`config.mk`:
```
export PLATFORM = sky130hd
export DESIGN_NAME = uart_rx_top
export DESIGN_NICKNAME = d
export VERILOG_FILES = /design/src/rtl/uart_pkg.sv /design/src/rtl/uart_rx_bps_gen.sv /design/src/rtl/uart_rx_top.sv
export SDC_FILE = /design/constraint.sdc
export NUM_CORES = 1
export LEC_CHECK = 0
export ABC_AREA = 0
export CAP_MARGIN = 30
export CORE_MARGIN = 2
export CORE_UTILIZATION = 45
export CTS_CLUSTER_DIAMETER = 60
export DETAILED_ROUTE_END_ITERATION = 8
export PLACE_DENSITY_LB_ADDON = 0.25
export SETUP_SLACK_MARGIN = 0.4
export SLEW_MARGIN = 20
export SYNTH_ARGS = -nofsm -noshare
export SYNTH_HDL_FRONTEND = slang
export SYNTH_SLANG_ARGS = --single-unit
```
`constraint.sdc`:
```
create_clock -name clk -period 2.6 [get_ports clk]
set_input_delay 0.39 -clock clk [delete_from_list [all_inputs] [get_ports clk]]
set_output_delay 0.39 -clock clk [all_outputs]
set_load 0.01 [all_outputs]
```
`src/rtl/uart_pkg.sv`:
```
// Shared UART receive definitions: FSM state encoding, default line constants
// and the data-width/parity helper used by uart_rx_top.
package uart_pkg;

  localparam int CLK_FREQ_DEF = 50000000;
  localparam int BAUD_DEF     = 9600;
  localparam int DATA_W       = 8;

  typedef enum logic [2:0] {
    RX_IDLE   = 3'd0,
    RX_START  = 3'd1,
    RX_DATA   = 3'd2,
    RX_PARITY = 3'd3,
    RX_STOP   = 3'd4
  } rx_state_e;

  // Even-parity bit for a data byte: the XOR of all data bits.
  function automatic logic even_parity(input logic [DATA_W-1:0] data);
    return ^data;
  endfunction

endpackage

```
`src/rtl/uart_rx_bps_gen.sv`:
```
// Receive baud generator: counts 0..BPS_CNT-1 while bps_start is high and
// flags clk_bps at mid-bit (count == BPS_HALF); held at zero otherwise.
module uart_rx_bps_gen #(
  parameter int BPS_CNT  = 5208,
  parameter int BPS_HALF = 2604
) (
  input  logic clk,
  input  logic rst_n,
  input  logic bps_start,
  output logic clk_bps
);

  localparam int CNT_W = (BPS_CNT > 1) ? $clog2(BPS_CNT) : 1;

  logic [CNT_W-1:0] cnt_r;

  // Bit-period counter, cleared whenever the receiver is not framing.
  always_ff @(posedge clk or negedge rst_n) begin
    if (!rst_n) begin
      cnt_r <= {CNT_W{1'b0}};
    end else if (!bps_start) begin
      cnt_r <= {CNT_W{1'b0}};
    end else if (cnt_r == CNT_W'(BPS_CNT - 1)) begin
      cnt_r <= {CNT_W{1'b0}};
    end else begin
      cnt_r <= cnt_r + {{(CNT_W-1){1'b0}}, 1'b1};
    end
  end

  assign clk_bps = (cnt_r == CNT_W'(BPS_HALF));

endmodule

```
`src/rtl/uart_rx_top.sv`:
```
// RS232 receive top: synchroniser, start-edge detect, mid-bit sampling FSM.
// Define UART_RX_PARITY_EN for 8E1 frames with rx_parity_err; default is 8N1.
module uart_rx_top
  import uart_pkg::*;
#(
  parameter int CLK_FREQ = CLK_FREQ_DEF,
  parameter int BAUD     = BAUD_DEF,
  parameter int BPS_CNT  = CLK_FREQ / BAUD,
  parameter int BPS_HALF = BPS_CNT / 2
) (
  input  logic              clk,
  input  logic              rst_n,
  input  logic              rs232_rx,
  output logic [DATA_W-1:0] rx_data,
  output logic              rx_int,
  output logic              rx_end,
  output logic              rx_frame_err,
  output logic              rx_parity_err
);

  logic              sync_q1_r, sync_q2_r, sync_q3_r;
  logic              start_edge_s;
  logic              clk_bps_s;
  rx_state_e         state_r, state_s;
  logic [2:0]        bit_idx_r, bit_idx_s;
  logic [DATA_W-1:0] shift_r, shift_s;
  logic [DATA_W-1:0] rx_data_r, rx_data_s;
  logic              bps_start_r, bps_start_s;
  logic              rx_int_r, rx_int_s;
  logic              rx_end_r, rx_end_s;
  logic              frame_err_r, frame_err_s;
`ifdef UART_RX_PARITY_EN
  logic              par_ok_r, par_ok_s;
  logic              parity_err_r, parity_err_s;
`endif

  // Two-flop synchroniser plus a third stage for falling-edge detection.
  always_ff @(posedge clk or negedge rst_n) begin
    if (!rst_n) begin
      sync_q1_r <= 1'b1;
      sync_q2_r <= 1'b1;
      sync_q3_r <= 1'b1;
    end else begin
      sync_q1_r <= rs232_rx;
      sync_q2_r <= sync_q1_r;
      sync_q3_r <= sync_q2_r;
    end
  end

  assign start_edge_s = !sync_q2_r && sync_q3_r;

  uart_rx_bps_gen #(
    .BPS_CNT  (BPS_CNT),
    .BPS_HALF (BPS_HALF)
  ) u_bps_gen (
    .clk       (clk),
    .rst_n     (rst_n),
    .bps_start (bps_start_r),
    .clk_bps   (clk_bps_s)
  );

  // Frame FSM: next state, shift register and strobe generation.
  always_comb begin
    state_s     = state_r;
    bit_idx_s   = bit_idx_r;
    shift_s     = shift_r;
    rx_data_s   = rx_data_r;
    bps_start_s = bps_start_r;
    rx_int_s    = rx_int_r;
    rx_end_s    = 1'b0;
    frame_err_s = 1'b0;
`ifdef UART_RX_PARITY_EN
    par_ok_s     = par_ok_r;
    parity_err_s = 1'b0;
`endif
    case (state_r)
      RX_IDLE: begin
        if (start_edge_s) begin
          bps_start_s = 1'b1;
          rx_int_s    = 1'b1;
          state_s     = RX_START;
        end else begin
          state_s = RX_IDLE;
        end
      end
      RX_START: begin
        if (!clk_bps_s) begin
          state_s = RX_START;
        end else if (sync_q2_r) begin
          // Line back high at mid start bit: a glitch, abandon silently.
          bps_start_s = 1'b0;
          rx_int_s    = 1'b0;
          state_s     = RX_IDLE;
        end else begin
          bit_idx_s = 3'd0;
          state_s   = RX_DATA;
        end
      end
      RX_DATA: begin
        if (clk_bps_s) begin
          shift_s[bit_idx_r] = sync_q2_r;
          bit_idx_s          = bit_idx_r + 3'd1;
          if (bit_idx_r == 3'd7) begin
`ifdef UART_RX_PARITY_EN
            state_s = RX_PARITY;
`else
            state_s = RX_STOP;
`endif
          end else begin
            state_s = RX_DATA;
          end
        end else begin
          state_s = RX_DATA;
        end
      end
`ifdef UART_RX_PARITY_EN
      RX_PARITY: begin
        if (clk_bps_s) begin
          par_ok_s = (sync_q2_r == even_parity(shift_r));
          state_s  = RX_STOP;
        end else begin
          state_s = RX_PARITY;
        end
      end
`endif
      RX_STOP: begin
        if (clk_bps_s) begin
          bps_start_s = 1'b0;
          rx_int_s    = 1'b0;
          state_s     = RX_IDLE;
          if (!sync_q2_r) begin
            frame_err_s = 1'b1;
`ifdef UART_RX_PARITY_EN
          end else if (!par_ok_r) begin
            parity_err_s = 1'b1;
`endif
          end else begin
            rx_data_s = shift_r;
            rx_end_s  = 1'b1;
          end
        end else begin
          state_s = RX_STOP;
        end
      end
      default: begin
        bps_start_s = 1'b0;
        rx_int_s    = 1'b0;
        state_s     = RX_IDLE;
      end
    endcase
  end

  // FSM and output registers.
  always_ff @(posedge clk or negedge rst_n) begin
    if (!rst_n) begin
      state_r      <= RX_IDLE;
      bit_idx_r    <= 3'd0;
      shift_r      <= {DATA_W{1'b0}};
      rx_data_r    <= {DATA_W{1'b0}};
      bps_start_r  <= 1'b0;
      rx_int_r     <= 1'b0;
      rx_end_r     <= 1'b0;
      frame_err_r  <= 1'b0;
`ifdef UART_RX_PARITY_EN
      par_ok_r     <= 1'b0;
      parity_err_r <= 1'b0;
`endif
    end else begin
      state_r      <= state_s;
      bit_idx_r    <= bit_idx_s;
      shift_r      <= shift_s;
      rx_data_r    <= rx_data_s;
      bps_start_r  <= bps_start_s;
      rx_int_r     <= rx_int_s;
      rx_end_r     <= rx_end_s;
      frame_err_r  <= frame_err_s;
`ifdef UART_RX_PARITY_EN
      par_ok_r     <= par_ok_s;
      parity_err_r <= parity_err_s;
`endif
    end
  end

  assign rx_data      = rx_data_r;
  assign rx_int       = rx_int_r;
  assign rx_end       = rx_end_r;
  assign rx_frame_err = frame_err_r;
`ifdef UART_RX_PARITY_EN
  assign rx_parity_err = parity_err_r;
`else
  assign rx_parity_err = 1'b0;
`endif

endmodule

```
==> metrics <==
Synth Register Bits=41; vias per cell=5.50; Area contributors post-synth=dfrtp_1 49%, mux2_4 6.2%, mux2_2 5.2%, dfstp_2 4.1%, xnor2_1 3.2%; crit path cell chain=inv_1, ha_1, and4bb_1, nand4_2, or4_4, mux2_4; top-count cell post-synth=dfrtp_1; Starting Density=47.6%; Slew Limit Headroom=65.1%; Post-Place Setup Slack=0.342 ns; Slew Limit Fails=0; number of global-route vias before repair=1,225; actual slew at the worst max-slew pin=0.523 ns; syn avg cell area=11.5 um2; number of stages on the worst setup path=6; Distinct cells, synth=39; CP arrival=2.24 ns; placed insts=225; share of cells above drive strength 1=20.1%; top sig layer=met4; Startpoint Class=flip-flop; CP Class=reg2reg; Max Cap Viol=0; setup tns final=0 ns; placed inst area=0.00210 mm2; H-tree depth=2; Final ANT Viol Nets=0; 1st-iter DRT viols=103; Max clock buf depth=2; Tmin final=2.06 ns; CP max stage delay=0.62 ns; Critical-path top delay cell=or4_4; core area=0.00406 mm2; layout filler cell count=347; # setup viols final=0; sequential share of power=50.3%; Worst Setup SP=u_bps_gen.cnt_r[0]; PwrDens=696 mW/mm2; Worst Skew=0.00413 ns; Post-Route M1 WL=1610 um; ys async rst share=100%; global-route wire length before repair=5800 um; area grow syn2layout=17.1%; clock-pin slew on the worst setup and hold paths=0.08 ns; Post-synth EDFFs=0; Synth top area share=49.3%; vias after detailed routing=1,288; Synth Cell Area=0.00193 mm2; f_max=0.486 GHz; CP max FO=9; hold-fix buffers at CTS=0; row cnt=23; largest net degree at the start of global routing=42; width of the die=69.5 um; DR WL/cell=14.1 um; clock power share=38.2%; Syn Nets=175; CTS Buf Count=5; Worst setup EP type=flip-flop; initial antenna violation count=0; routed wl met3=155 um; Met2 Routed Length=1460 um; Final Hold Fails=0; ys flop type=dfrtp_1; Power, Total=1.57 mW; ANT cells=0; RSZ-0062 raised after global routing=no; worst hold path class=in2async; grt ovf=0; Die ar.=0.00483 mm2; Layout Cells excl Fill=234; CTS tree=done; Post-synth top cells=38 x dfrtp_1, 16 x nor2_1, 11 x nand3_1; Final HPWL DP=2340 um; post-synthesis cell count=168; Root Driver=clkbuf_8; Gate power share=11.5%; worst skew pair latency=0.29 ns; total length of routed wires=3300 um; nets@finish=190; Routability Congestion=0.926; buffer and inverter count on the worst path=1; DRC=0; Sink Count=41; Fin Hold WS=0.0651 ns; IO Count=15; r2r startpoint=u_bps_gen.cnt_r[0]; Final Cell Area=0.00226 mm2; Initial DRT Pass Iterations=4; switching pwr=0.406 mW; leakage power=1.06 nW; Core Util, Final=55.7%; fin crit share=79.2%; delay-heaviest family, CP=simple AND/OR/NAND/NOR gates; Int Power=1.17 mW; Worst R2R Path Depth=6; outcome=finished, final reports clean; Synthesis Warnings=0; min setup slack post-route=0.542 ns; I/O Buffers=13; sequential area share after synthesis=53.3%; switching share of power=25.8%; CP Data Required Time=2.78 ns; cell taking the most area after synthesis=dfrtp_1; Die H=69.5 um; VDD IR max=0.000307 V; GRT Resource Usage Total=15.3%
-- cells by family (layout without fill, tap and decap cells) --
logic type	count (synthesis)	in the layout	share of synthesized area (%)
XOR/XNOR	11	11	4.99
AND/OR/NAND/NOR	67	67	19.6
multiplexers	17	17	11.5
adder cells (fa/ha/maj)	4	4	2.59
flip-flops	41	41	53.3
buffers and inverters	16	32	3.69
other	1	1	0.194
AO/OA/AOI/OAI	11	11	4.08
-- cell type report --
cell class              count  area, um2  area share (%)
inverters                   7       26.3            1.16
repair buffers             17        175            7.75
clock inverters             3       65.1            2.88
flip-flops and latches     41       1030            45.5
clock buffers               5       68.8            3.04
multi-input cells         111        833            36.9
well taps                  50       62.6            2.77
-- power by group through the flow --
stage	Combinational (mW)	Sequential, mW	Clock, mW
6_report	0.181	0.791	0.601
5_1_grt	0.211	0.805	0.647
4_1_cts	0.178	0.791	0.609
3_5_place_dp	0.176	0.802	0
3_3_place_gp	0.172	0.797	0
2_1_floorplan	0.148	0.774	0
-- final timing paths --
check                                     end  slack (ns)
max                                rx_data[7]        0.54
min                        u_bps_gen.cnt_r[9]        0.07
max reg2reg                        rx_data[7]        0.54
min reg2reg                         sync_q2_r        0.36
max in group asynchronous          shift_r[7]        2.07
min in group clk                    sync_q2_r        0.36
-- flip-flops by register name, summed over array words and instances, names as in the netlist --
register and count:
sync_q2_r 1, rx_end 1, u_bps_gen.cnt_r 13, sync_q1_r 1, shift_r 8, state_r 3
rx_int 1, rx_frame_err 1, rx_data 8, sync_q3_r 1, bit_idx_r 3
-- routing by layer --
metal | vias to the layer above | track usage [%]
met4 | 0 | 6.54
met1 | 630 | 21.3
met5 | - | 0
met2 | 32 | 22.0
li1 | 619 | -
met3 | 7 | 4.80
-- cells in the final DEF (no fill, tap or decap), drive strengths merged, types with 5 or more instances in the layout --
cell / synthesis / routed
nand3: 11 / 11
nor2: 16 / 16
nand2: 5 / 5
dfrtp: 38 / 38
xnor2: 7 / 7
nor3: 9 / 9
inv: 7 / 7
nand4: 5 / 5
clkbuf: 7 / 5
buf: 2 / 5
mux2: 17 / 17
nor4: 5 / 5
clkdlybuf4s50: 0 / 12
-- worst reg2reg max path, cell delays in order (launching register included) --
cell	delay (ns)
dfrtp_1	0.44
inv_1	0.08
ha_1	0.14
and4bb_1	0.23
nand4_2	0.11
or4_4	0.62
mux2_4	0.33
-- timing repair --
action                     4_1_cts  5_1_grt
setup endpoints to repair        8        0
buffers inserted                 0        0
gates resized for setup          1        0
Power figures use the tool's default switching activity.
